$ cat config.mk
export PLATFORM = sky130hd
export DESIGN_NAME = mult_div_unit
export DESIGN_NICKNAME = d
export VERILOG_FILES = /design/src/rtl/mult_div_unit_pkg.sv /design/src/rtl/mult_div_unit_div_step.sv /design/src/rtl/mult_div_unit.sv
export SDC_FILE = /design/constraint.sdc
export NUM_CORES = 1
export LEC_CHECK = 0
export ABC_AREA = 1
export BUFFER_PORTS_ARGS = -buffer_cell sky130_fd_sc_hd__buf_2
export CAP_MARGIN = 20
export CELL_PAD_IN_SITES_DETAIL_PLACEMENT = 1
export CELL_PAD_IN_SITES_GLOBAL_PLACEMENT = 1
export CORE_MARGIN = 1
export CORE_UTILIZATION = 43
export CTS_CLUSTER_SIZE = 16
export DETAILED_ROUTE_END_ITERATION = 8
export GPL_TIMING_DRIVEN = 1
export PLACE_DENSITY_LB_ADDON = 0.3
export SYNTH_ARGS = -nofsm -noshare
export SYNTH_HDL_FRONTEND = slang
export SYNTH_SLANG_ARGS = --single-unit
export TNS_END_PERCENT = 1
$ cat constraint.sdc
create_clock -name w_clock -period 2.6 [get_ports w_clock]
set_input_delay 0.26 -clock w_clock [delete_from_list [all_inputs] [get_ports w_clock]]
set_output_delay 0.26 -clock w_clock [all_outputs]
set_load 0.01 [all_outputs]
$ cat src/rtl/mult_div_unit_pkg.sv
// Shared ISA function codes and state encodings for the multiply/divide unit.
// Latency: n/a (constants and types only).
// Backpressure: n/a.
package mult_div_unit_pkg;

  // ISA SPECIAL-class function codes handled by the unit
  localparam logic [5:0] SPECIAL_MULT  = 6'h18;
  localparam logic [5:0] SPECIAL_MULTU = 6'h19;
  localparam logic [5:0] SPECIAL_DIV   = 6'h1A;
  localparam logic [5:0] SPECIAL_DIVU  = 6'h1B;
  localparam logic [5:0] SPECIAL_MTHI  = 6'h11;
  localparam logic [5:0] SPECIAL_MTLO  = 6'h13;

  // Sequencer states
  typedef enum logic [1:0] {
    IDLE = 2'd0,
    RUN  = 2'd1,
    SIGN = 2'd2
  } mdu_state_t;

endpackage

$ cat src/rtl/mult_div_unit_div_step.sv
// One restoring-division step: shifts one dividend bit into the remainder.
// Latency: combinational, one quotient bit per evaluation.
// Backpressure: none; the caller sequences the steps.
module mdu_div_step
  import mult_div_unit_pkg::*;
#(
  parameter int WIDTH = 32
) (
  input  logic [WIDTH-1:0] i_rem,
  input  logic [WIDTH-1:0] i_quo,
  input  logic [WIDTH-1:0] i_dvsr,
  output logic [WIDTH-1:0] o_rem,
  output logic [WIDTH-1:0] o_quo
);

  // Remainder stays below divisor, so {rem,bit} < 2*divisor; two spare bits
  // keep the trial difference's sign unambiguous.
  logic [WIDTH+1:0] w_trial;

  // Trial subtract; restore (keep shifted remainder) when it goes negative
  always_comb begin
    w_trial = {1'b0, i_rem, i_quo[WIDTH-1]} - {2'b00, i_dvsr};
    if (w_trial[WIDTH+1]) begin
      o_rem = {i_rem[WIDTH-2:0], i_quo[WIDTH-1]};
      o_quo = {i_quo[WIDTH-2:0], 1'b0};
    end else begin
      o_rem = w_trial[WIDTH-1:0];
      o_quo = {i_quo[WIDTH-2:0], 1'b1};
    end
  end

endmodule

$ cat src/rtl/mult_div_unit.sv
// Iterative MULT/MULTU (and DIV/DIVU when MULT_DIV_UNIT_DIV_EN is defined) with HI/LO registers.
// Latency: accept at edge 0, done pulse and new HI/LO visible in cycle WIDTH+1.
// Backpressure: busy high while in flight; starts during RUN/SIGN are dropped.
module mult_div_unit
  import mult_div_unit_pkg::*;
#(
  parameter int WIDTH = 32
) (
  input  logic             w_clock,
  input  logic             w_reset_n,
  input  logic             w_start_1,
  input  logic [5:0]       w_op_code_6,
  input  logic [WIDTH-1:0] w_input1_x,
  input  logic [WIDTH-1:0] w_input2_x,
  output logic             w_busy_1,
  output logic             w_done_1,
  output logic             w_dz_1,
  output logic [WIDTH-1:0] w_hi_x,
  output logic [WIDTH-1:0] w_lo_x
);

  localparam int CW = (WIDTH > 1) ? $clog2(WIDTH) : 1;

  mdu_state_t       r_state, w_state_nxt;
  logic [CW-1:0]    r_cnt;
  logic [WIDTH-1:0] r_hi, r_lo;
  logic [WIDTH-1:0] r_acc_hi, r_acc_lo, r_opnd;
  logic             r_is_div, r_neg_lo, r_neg_hi, r_dz;

  logic             w_is_mul, w_is_div, w_signed, w_accept, w_mt_hi, w_mt_lo;
  logic             w_a_neg, w_b_neg;
  logic [WIDTH-1:0] w_a_mag, w_b_mag;
  logic [WIDTH:0]   w_mul_sum;
  logic [WIDTH-1:0] w_div_rem, w_div_quo;
  logic [WIDTH-1:0] w_res_hi, w_res_lo;

  assign w_is_mul = (w_op_code_6 == SPECIAL_MULT) || (w_op_code_6 == SPECIAL_MULTU);
  assign w_signed = (w_op_code_6 == SPECIAL_MULT) || (w_op_code_6 == SPECIAL_DIV);
  assign w_accept = w_start_1 && (r_state == IDLE) && (w_is_mul || w_is_div);
  assign w_mt_hi  = w_start_1 && (r_state == IDLE) && (w_op_code_6 == SPECIAL_MTHI);
  assign w_mt_lo  = w_start_1 && (r_state == IDLE) && (w_op_code_6 == SPECIAL_MTLO);

  // Operate on magnitudes; signs are reapplied in SIGN
  assign w_a_neg = w_signed & w_input1_x[WIDTH-1];
  assign w_b_neg = w_signed & w_input2_x[WIDTH-1];
  assign w_a_mag = w_a_neg ? -w_input1_x : w_input1_x;
  assign w_b_mag = w_b_neg ? -w_input2_x : w_input2_x;

  // Shift-add: add multiplicand when multiplier LSB (acc_lo[0]) is set
  assign w_mul_sum = {1'b0, r_acc_hi} + (r_acc_lo[0] ? {1'b0, r_opnd} : '0);

`ifdef MULT_DIV_UNIT_DIV_EN
  assign w_is_div = (w_op_code_6 == SPECIAL_DIV) || (w_op_code_6 == SPECIAL_DIVU);

  mdu_div_step #(.WIDTH(WIDTH)) u_div_step (
    .i_rem  (r_acc_hi),
    .i_quo  (r_acc_lo),
    .i_dvsr (r_opnd),
    .o_rem  (w_div_rem),
    .o_quo  (w_div_quo)
  );

  assign w_dz_1 = w_done_1 & r_dz;
`else
  assign w_is_div  = 1'b0;
  assign w_div_rem = r_acc_hi;
  assign w_div_quo = r_acc_lo;
  assign w_dz_1    = 1'b0;
`endif

  // Sign correction. A zero divisor leaves |rs| in the remainder, and negating
  // by the dividend sign restores raw rs, so only the quotient needs forcing.
  always_comb begin
    w_res_hi = r_acc_hi;
    w_res_lo = r_acc_lo;
    if (r_is_div) begin
      if (r_neg_hi) w_res_hi = -r_acc_hi;
      if (r_dz) w_res_lo = '1;
      else if (r_neg_lo) w_res_lo = -r_acc_lo;
    end else if (r_neg_lo) begin
      {w_res_hi, w_res_lo} = -{r_acc_hi, r_acc_lo};
    end
  end

  // State register
  always_ff @(posedge w_clock or negedge w_reset_n) begin
    if (!w_reset_n) r_state <= IDLE;
    else            r_state <= w_state_nxt;
  end

  // Next state and status outputs
  always_comb begin
    w_state_nxt = r_state;
    w_done_1    = 1'b0;
    case (r_state)
      IDLE: if (w_accept) w_state_nxt = RUN;
      RUN:  if (r_cnt == CW'(WIDTH-1)) w_state_nxt = SIGN;
      SIGN: begin
        w_done_1    = 1'b1;
        w_state_nxt = IDLE;
      end
      default: w_state_nxt = IDLE;
    endcase
  end

  assign w_busy_1 = (r_state != IDLE);
  assign w_hi_x   = (r_state == SIGN) ? w_res_hi : r_hi;
  assign w_lo_x   = (r_state == SIGN) ? w_res_lo : r_lo;

  // Latch operands on accept, then iterate one bit per RUN cycle
  always_ff @(posedge w_clock or negedge w_reset_n) begin
    if (!w_reset_n) begin
      r_cnt    <= '0;
      r_acc_hi <= '0;
      r_acc_lo <= '0;
      r_opnd   <= '0;
      r_is_div <= 1'b0;
      r_neg_lo <= 1'b0;
      r_neg_hi <= 1'b0;
      r_dz     <= 1'b0;
    end else if (w_accept) begin
      r_cnt    <= '0;
      r_acc_hi <= '0;
      r_acc_lo <= w_is_div ? w_a_mag : w_b_mag;
      r_opnd   <= w_is_div ? w_b_mag : w_a_mag;
      r_is_div <= w_is_div;
      r_neg_lo <= w_a_neg ^ w_b_neg;
      r_neg_hi <= w_a_neg;
      r_dz     <= w_is_div && (w_input2_x == '0);
    end else if (r_state == RUN) begin
      r_cnt <= r_cnt + 1'b1;
      if (r_is_div) {r_acc_hi, r_acc_lo} <= {w_div_rem, w_div_quo};
      else          {r_acc_hi, r_acc_lo} <= {w_mul_sum[WIDTH:1], w_mul_sum[0], r_acc_lo[WIDTH-1:1]};
    end
  end

  // Architectural HI/LO: committed at the end of SIGN or by MTHI/MTLO
  always_ff @(posedge w_clock or negedge w_reset_n) begin
    if (!w_reset_n) begin
      r_hi <= '0;
      r_lo <= '0;
    end else if (r_state == SIGN) begin
      r_hi <= w_res_hi;
      r_lo <= w_res_lo;
    end else begin
      if (w_mt_hi) r_hi <= w_input1_x;
      if (w_mt_lo) r_lo <= w_input1_x;
    end
  end

endmodule
==> summary.txt, run 1 <==
Number of synthesized flops with an enable pin: 0
Initial core utilization: 44.08%
CP Buf/Inv Count: 2
Die area: 0.03341 mm²
Tot Pwr: 13.69 mW
Fmax: 0.3658 GHz
Unrepaired setup endpoints after global routing: yes
Largest net degree at the start of global routing: 69
R2R cell count: 14
Reg2reg setup slack: 0.04 ns
VDD IR max: 0.5645 mV
Final period util: 105.2%
Clock Tree Buf Depth: 2
CP Depth: 10
Die X: 182.8 µm
Site row count: 65
Clock buffer count from CTS: 17
Static Leak: 8.302 nW
Final #Nets: 2544
Crit path time final: 2.734 ns
Top FF cell, synth: dfrtp_1
Worst skew pair latency: 0.46 ns
Hold crit path type: primary input to register
CP Data Arrival Time: 2.47 ns
Max-Cap Viols: 0
Setup slack after layout: -0.1339 ns
CTS root buffer: clkbuf_16
Synth Cell Area: 0.01405 mm²
Fraction of registers with async set/reset: 100.0%
Footprint of the multi-input gates: 0.009115 mm²
Clock slew at reported path FFs: 0.08 ns
Crit end category: primary output
Final setup skew: 0.01690 ns
Crit path required time: 2.34 ns
Routability Congestion: 0.9875
Syn Inst Count: 2286
Drt pass-1 iters: 5
Global route overflow: 0
Final Non-Filler Cells: 2882
CP max-delay cell: dfrtp_2
Crit path max fanout: 3
Biggest cell delay along the critical path: 0.45 ns
Vias/cell: 5.790
Area delta synth->final: 20.32%
Initial antenna violation count: 0
Sequential-to-total area share from yosys stat: 29.91%
# fillers: 4401
Cell family with most CP delay: compound AO/OA/AOI/OAI gates
FF+latch count, synth: 168
Worst slack at placement: 0.01392 ns
IO Port Bufs: 138
Critical Path Sink: w_lo_x[15]
DRC viols: 0
I/O Pins: 140
Register Area: 0.004230 mm²
Slew Viols, Final: 0
Total number of vias: 16.69k
Die height: 182.8 µm
ANT nets after route: 0
H-Tree Depth: 4
Status: finished with violations
Syn Nets: 2397
Avg Inst Size Synth: 6.148 µm²
Routed WL per cell: 22.33 µm
Critical R2R Capture: r_acc_hi[23]
Worst R2R Start: r_acc_lo[0]
Crit Path Class: register to primary output
Tot GR Track Use: 38.13%
Worst Tran Pin Value: 0.7416 ns
Placed Cells: 2830
Slew headroom: 50.56%
Unique masters post-synth: 53
TritonCTS clock tree: yes
Placeable Area: 0.03188 mm²
CP Launch Type: register
CTS Sinks: 168
Synth warn: 0
HPWL after DPL: 49970 µm
First-pass GRT wire length: 96800 µm
Fraction of layout cells with a size suffix above 1: 20.61%
Failing checks: negative setup slack
CP cell instances: nor2_4, nand2_1, nor2_2, nand2_2, nand2_4, buf_4, a21oi_1, o21ai_0, o21ai_1, buf_2
Setup-failing EPs final: 25
Cell area power density: 809.4 mW/mm²
Number of global-route vias before repair: 16.65k
Initial DRC Count: 1433
CP startpoint: r_acc_lo[10]
WHS: 0.09991 ns
Routed WL: 64360 µm
Hold Violations, Final: 0
[cell families (layout without fill, tap and decap cells)]
logic type,count (synthesis),count (layout),share of synthesized area (%)
buf+inv,365,524,10.87
flops,168,168,29.91
other cells,1,2,0.02668
simple gates,1346,1347,40.38
compound gates,344,344,13.87
fa+ha+maj,38,38,3.437
xor+xnor,24,24,1.496
[cells in the mapped netlist (all sizes together) (17+ instances only)]
master | instances | area (µm²)
nor3 | 17 | 90.09
dfrtp | 168 | 4204
buf | 53 | 350.3
xor2 | 21 | 183.9
inv | 288 | 1086
a21oi | 118 | 643.1
ha | 37 | 462.9
nand2 | 670 | 2540
nand3 | 239 | 1236
o21ai | 161 | 817.0
clkbuf | 22 | 82.58
nor2 | 378 | 1524
nand4 | 20 | 125.1
[what timing repair did]
action	4_1_cts	5_1_grt
hold buffers	1	0
gates resized for setup	92	173
setup endpoints to repair	58	79
setup buffers	2	16
cloned	0	1
pin swaps	6	31
hold endpoints to repair	62	0
[worst min path at each step]
stage | from | endpoint | cells past startpoint
after global placement | w_reset_n | r_hi[13] | 1
after detailed placement | w_reset_n | r_hi[13] | 1
after floorplan | w_reset_n | r_acc_hi[0] | 0
final | w_input2_x[30] | r_acc_lo[30] | 4
after CTS | w_input2_x[30] | r_acc_lo[30] | 4
after global routing | w_input1_x[18] | r_opnd[18] | 3
[layout make-up]
type / instances / share of cell area (%)
Sequential cell: 168 / 25.02
Inverter: 290 / 6.534
Timing Repair Buffer: 202 / 7.644
Multi-Input combinational cell: 1754 / 53.91
Clock inverter: 14 / 1.066
Clock buffer: 18 / 2.597
Tap cell: 435 / 3.219
Antenna cell: 1 / 0.01480
[metal layers]
metal  vias to the layer above  GRT usage (%)  wire length, µm
li1                       7639              -                -
met1                      8260          50.08            27210
met2                       640          61.45            29560
met3                       148          7.744             4939
met4                         0          15.13             2653
met5                         -              0                0
[cell usage in the layout (no fill, tap or decap), types with 4 or more instances in the layout]
| cell type | count |
|---|---|
| inv_2 | 15 |
| ha_1 | 27 |
| nor2_2 | 57 |
| nand3_1 | 201 |
| buf_12 | 6 |
| buf_2 | 134 |
| nand4_1 | 20 |
| nand3b_1 | 6 |
| dfrtp_2 | 18 |
| o211ai_1 | 11 |
| nor3_1 | 15 |
| o21ai_0 | 124 |
| o221ai_1 | 14 |
| buf_4 | 52 |
| inv_8 | 4 |
| inv_1 | 270 |
| nand3_2 | 22 |
| dfrtp_1 | 149 |
| inv_6 | 5 |
| a31oi_1 | 6 |
| nand3_4 | 16 |
| a21oi_2 | 20 |
| buf_6 | 9 |
| o21ai_1 | 18 |
| o22ai_1 | 13 |
| o21bai_1 | 6 |
| nor2_4 | 19 |
| nand2_1 | 614 |
| or2_2 | 6 |
| a21oi_1 | 98 |
| nor2_1 | 302 |
| ha_2 | 7 |
| xor2_1 | 21 |
| o21ai_2 | 17 |
| clkbuf_16 | 17 |
| nand2_4 | 7 |
| nand2_2 | 49 |
| a22oi_1 | 9 |
[flip-flops by register name (all words and copies together), names as in the netlist]
register / flops
r_acc_lo: 32
r_lo: 32
r_neg_lo: 1
r_cnt: 5
r_hi: 32
r_state: 2
r_acc_hi: 32
r_opnd: 32
[per-stage QoR]
step / setup TNS (ns) / cell area (µm²) / utilization (%)
6_report: -0.9151 / 16910 / 53.04
5_1_grt: -4.827 / 16910 / 53.03
4_1_cts: -0.7959 / 16220 / 50.89
3_5_place_dp: 0 / 15280 / 47.93
3_3_place_gp: 0 / 15280 / 47.93
2_1_floorplan: 0 / 14050 / -
[tightest hold or removal path: stages]
cell      delay (ns)
buf_2           0.10
nand2_1         0.06
nand2_1         0.05
o21bai_1        0.05
[report_power, final]
group | switching [mW] | leakage [nW] | internal [mW]
Sequential | 1.03 | 2.08 | 3.25
Clock | 1.34 | 0.299 | 1.49
Combinational | 4.45 | 5.93 | 2.13
Note: power is estimated with default switching activity, not from simulation.
==> run 2, diff against run 1 <==
--- a/config.mk
+++ b/config.mk
@@ -14,7 +14,6 @@
 export CORE_UTILIZATION = 43
 export CTS_CLUSTER_SIZE = 16
 export DETAILED_ROUTE_END_ITERATION = 8
-export GPL_TIMING_DRIVEN = 1
 export PLACE_DENSITY_LB_ADDON = 0.3
 export SYNTH_ARGS = -nofsm -noshare
 export SYNTH_HDL_FRONTEND = slang
==> constraint.sdc (replaced) <==
create_clock -name w_clock -period 3.13 [get_ports w_clock]
set_input_delay 0.313 -clock w_clock [delete_from_list [all_inputs] [get_ports w_clock]]
set_output_delay 0.313 -clock w_clock [all_outputs]
set_load 0.01 [all_outputs]
==> run 2 against run 1 <==
Against the previous run: design area shrank 6.9%; critical endpoint is now w_hi_x[19]; clock skew shrank 0.0034 ns; the run now ends clean; critical path depth unchanged; largest cell class unchanged.
==> summary.txt, run 2 (synthesis gave the netlist of run 1 again) <==
Status: finished, final reports clean
CP cell instances: inv_1, nand3_1, nor2_1, nand2_1, nand2_1, nand3_1, nand2_1, nand3_1, nand2_1, buf_2
Static Leak: 8.031 nW
Initial antenna violation count: 2
H-Tree Depth: 4
Cell family with most CP delay: simple AND/OR/NAND/NOR gates
Tot GR Track Use: 37.88%
CP Data Arrival Time: 2.68 ns
Die X: 182.8 µm
Global route overflow: 0
Area delta synth->final: 11.97%
Hold Violations, Final: 0
Hold crit path type: primary input to register
Worst path most repeated cell: nand2_1
Fin area: 0.01574 mm²
Slew headroom: 31.52%
Setup-failing EPs final: 0
CP max-delay cell: dfrtp_1
Number of global-route vias before repair: 16.66k
Worst slack at placement: 0.4374 ns
Routed WL per cell: 21.66 µm
Routability Congestion: 0.9925
Clock slew at reported path FFs: 0.07 ns
Final Non-Filler Cells: 2845
I/O Pins: 140
Routed WL: 61630 µm
Crit Path Class: register to primary output
Vias/cell: 5.707
HPWL after DPL: 49470 µm
Fmax: 0.3340 GHz
IO Port Bufs: 138
Final #Nets: 2508
Crit end category: primary output
Most frequent cells in the layout: 661 x nand2_1, 354 x nor2_1, 276 x inv_1
Total number of vias: 16.24k
Setup slack after layout: 0.1364 ns
TritonCTS clock tree: yes
Placeable Area: 0.03188 mm²
Slew Viols, Final: 0
Worst skew pair latency: 0.45 ns
Clock Tree Buf Depth: 2
CTS root buffer: clkbuf_16
Site row count: 65
ANT nets after route: 0
CP Buf/Inv Count: 2
Initial core utilization: 44.08%
DRC viols: 0
Largest net degree at the start of global routing: 71
Unrepaired setup endpoints after global routing: yes
Initial DRC Count: 1192
Die area: 0.03341 mm²
CTS Sinks: 168
Diode count: 0
Biggest cell delay along the critical path: 0.46 ns
Die height: 182.8 µm
CP Launch Type: register
Drt pass-1 iters: 5
Max-Cap Viols: 0
Final period util: 95.64%
Worst Tran Pin Value: 1.025 ns
Cell area power density: 662.5 mW/mm²
Clock buffer count from CTS: 17
First-pass GRT wire length: 95950 µm
VDD IR max: 0.4584 mV
Final setup skew: 0.01352 ns
Crit path time final: 2.994 ns
Final Util: 49.36%
Placed Cells: 2812
Fraction of layout cells with a size suffix above 1: 11.45%
Post-place instance area: 0.01511 mm²
Most common cell after layout, fill and taps aside: nand2_1
Crit path max fanout: 6
Crit path required time: 2.82 ns
[run 2: where the power goes]
group | switching, mW | internal (mW) | leakage, nW
clock network | 1.03 | 1.23 | 0.287
logic | 3.32 | 1.43 | 5.64
registers | 0.739 | 2.67 | 2.10
total | 5.08 | 5.34 | 8.03
[run 2: cell type report]
cell class	instances	area [µm²]
clock inverters	12	141.4
fillers	4517	16140
repair buffers	167	942.2
multi-input cells	1753	8352
clock buffers	20	456.7
well taps	435	544.3
inverters	290	1095
flip-flops and latches	168	4205
[run 2: repair_timing]
action / CTS / global route
pin swaps: 0 / 1
endpoints found under the setup margin: 1 / 12
setup buffers: 0 / 0
hold buffers: 1 / 0
hold endpoints to repair: 36 / 0
resized for setup: 1 / 5
[run 2: per-layer routing]
metal | GRT usage (%) | routed length, µm | part of all wire, % | up-vias
li1 | - | - | - | 7552
met3 | 7.089 | 4062 | 6.6 | 114
met4 | 13.03 | 2091 | 3.4 | 4
met5 | 0 | 23 | 0.037 | -
met2 | 61.40 | 28220 | 46 | 559
met1 | 50.58 | 27230 | 44 | 8006
[run 2: worst min-delay path: cells and delay by family]
| family | cells | cell delay, ns |
|---|---|---|
| AND/OR/NAND/NOR | 1 | 0.06 |
| buffers and inverters | 1 | 0.12 |
| AO/OA/AOI/OAI | 1 | 0.07 |
[run 2: worst paths after layout]
check / cells after the start / to / slack (ns) / from
worst max-delay path: 10 / w_hi_x[19] / 0.14 / r_acc_lo[30]
worst min-delay path: 3 / r_opnd[18] / 0.15 / w_input1_x[18]
worst max register to register: 14 / r_acc_hi[13] / 0.40 / r_acc_lo[0]
worst min register to register: 1 / r_cnt[3] / 0.48 / r_cnt[3]
max in group asynchronous: 3 / r_lo[9] / 1.98 / w_reset_n
min in group asynchronous: 2 / r_lo[22] / 0.33 / w_reset_n
[run 2: per-stage QoR]
step	setup TNS (ns)	hold WS, ns	power, mW
6_report	0	0.1493	10.43
5_1_grt	-0.006981	0.1612	11.10
2_1_floorplan	0	0.01741	6.334
4_1_cts	0	0.1520	10.32
3_3_place_gp	0	0.2442	7.881
3_5_place_dp	0	0.2516	8.034
==> run 3, diff against run 2 <==
--- a/config.mk
+++ b/config.mk
@@ -11,10 +11,11 @@
 export CELL_PAD_IN_SITES_DETAIL_PLACEMENT = 1
 export CELL_PAD_IN_SITES_GLOBAL_PLACEMENT = 1
 export CORE_MARGIN = 1
-export CORE_UTILIZATION = 43
+export CORE_UTILIZATION = 45
 export CTS_CLUSTER_SIZE = 16
 export DETAILED_ROUTE_END_ITERATION = 8
 export PLACE_DENSITY_LB_ADDON = 0.3
+export REMOVE_ABC_BUFFERS = 1
 export SYNTH_ARGS = -nofsm -noshare
 export SYNTH_HDL_FRONTEND = slang
 export SYNTH_SLANG_ARGS = --single-unit
==> constraint.sdc (replaced) <==
create_clock -name w_clock -period 3.7 [get_ports w_clock]
set_input_delay 0.37 -clock w_clock [delete_from_list [all_inputs] [get_ports w_clock]]
set_output_delay 0.37 -clock w_clock [all_outputs]
set_load 0.01 [all_outputs]
==> run 3 against run 2 <==
Against the previous run: utilization up 1.4 points; sequential power fell by 16%; critical path type unchanged; non-clock buffer count decreased by 8; critical endpoint is now w_hi_x[4].
==> summary.txt, run 3 (synthesis gave the netlist of run 1 again) <==
First-pass GRT wire length: 89870 µm
Design internal power: 4.417 mW
Total number of vias: 16.14k
Routed WL: 57640 µm
Status: finished, final reports clean
Final period util: 82.42%
CTS Sinks: 168
Initial antenna violation count: 0
R2R cell count: 16
Hold Violations, Final: 0
Fin area: 0.01556 mm²
Switch Pwr: 4.329 mW
Placeable Area: 0.03067 mm²
Final Non-Filler Cells: 2798
DRC viols: 0
Sw Ratio: 49.50%
Slew headroom: 36.41%
Vias/cell: 5.767
Diode count: 0
Clock slew at reported path FFs: 0.07 ns
Crit Path Class: register to primary output
Static Leak: 7.975 nW
Worst skew pair latency: 0.46 ns
Area delta synth->final: 10.75%
WHS: 0.2083 ns
IO Port Bufs: 138
Hold Startpoint: w_input1_x[30]
Cell area power density: 561.9 mW/mm²
CP Launch Type: register
Tot GR Track Use: 37.03%
VDD IR max: 0.4054 mV
Fmax: 0.3279 GHz
Crit path time final: 3.049 ns
Fraction of layout cells with a size suffix above 1: 11.07%
Worst Tran Pin Value: 0.9516 ns
Global route overflow: 0
Routability Congestion: 0.9513
Initial DRC Count: 1480
Tot Pwr: 8.745 mW
Final setup skew: 0.01044 ns
Die area: 0.03194 mm²
Most common cell after layout, fill and taps aside: nand2_1
Die X: 178.7 µm
CTS root buffer: clkbuf_16
Clock Tree Buf Depth: 2
Final Util: 50.75%
Placed Cells: 2765
Site row count: 64
Drt pass-1 iters: 5
CP Data Arrival Time: 2.68 ns
HPWL after DPL: 44550 µm
CP startpoint: r_acc_lo[1]
Gates resized, CTS repair: 0
Most frequent cells in the layout: 662 x nand2_1, 354 x nor2_1, 276 x inv_1
Post-place instance area: 0.01499 mm²
I/O Pins: 140
Hold crit path type: primary input to register
Worst slack at placement: 1.016 ns
Share of power burned in registers: 32.9%
Crit path required time: 3.33 ns
H-Tree Depth: 4
Number of global-route vias before repair: 16.78k
Slew Viols, Final: 0
Die height: 178.7 µm
Clock Power Share: 21.0%
Crit end category: primary output
Initial core utilization: 45.82%
Combinational power share: 46.2%
Crit path max fanout: 9
Hold path cells: 4
Max-Cap Viols: 0
Setup TNS: 0 ns
Final #Nets: 2500
Clock buffer count from CTS: 17
TritonCTS clock tree: yes
ANT nets after route: 0
Setup-failing EPs final: 0
Largest net degree at the start of global routing: 79
Setup slack after layout: 0.6505 ns
Worst R2R Start: r_acc_lo[0]
Unrepaired setup endpoints after global routing: no
Routed WL per cell: 20.60 µm
[run 3: cell types whose count changed in the layout (fill, tap and decap cells not counted), moves of 2 or more]
cell / previous run / this run
buf_4: 26 / 19
inv_6: 3 / 7
clkbuf_8: 2 / 0
o21ai_0: 148 / 150
o21ai_1: 10 / 8
[run 3: final cells by class]
class	instances	area [µm²]
multi-input cells	1753	8332
flip-flops and latches	168	4205
repair buffers	159	869.6
well taps	396	495.5
inverters	290	1095
clock buffers	18	429.2
clock inverters	14	137.6
fillers	4357	15110
[run 3: what timing repair did]
item,CTS,global route
hold buffers,1,0
hold endpoints to repair,43,0
setup buffers,0,0
[run 3: worst max-delay path, stage by stage, from the launching register on]
cell,delay [ns]
dfrtp_1,0.39
inv_1,0.13
ha_1,0.26
nand3_4,0.13
nor2_4,0.28
nand3_1,0.19
o21ai_0,0.31
or2_2,0.17
nand3_1,0.12
nand2_1,0.11
buf_2,0.13
[run 3: worst paths after layout]
| kind | to | slack, ns |
|---|---|---|
| min in group asynchronous | r_lo[8] | 0.54 |
| min reg2reg | r_cnt[3] | 0.48 |
| max reg2reg | r_acc_hi[29] | 0.95 |
| max in group asynchronous | r_hi[19] | 2.26 |
| min | r_opnd[30] | 0.21 |
| max | w_hi_x[4] | 0.65 |
[run 3: metal layers]
layer  vias up  GRT usage [%]  wire length [µm]
li1       7530              -                 -
met1      7906          45.52             23980
met2       557          62.94             27960
met3       143          5.025              3016
met4         0          19.42              2682
met5         -              0                 0
[run 3: power by group through the flow]
stage | Sequential (mW) | Combinational [mW] | Clock [mW]
6_report | 2.87 | 4.04 | 1.84
2_1_floorplan | 2.67 | 2.64 | 0
5_1_grt | 2.92 | 4.46 | 1.90
4_1_cts | 2.84 | 3.96 | 1.84
3_5_place_dp | 2.86 | 3.88 | 0
3_3_place_gp | 2.82 | 3.73 | 0
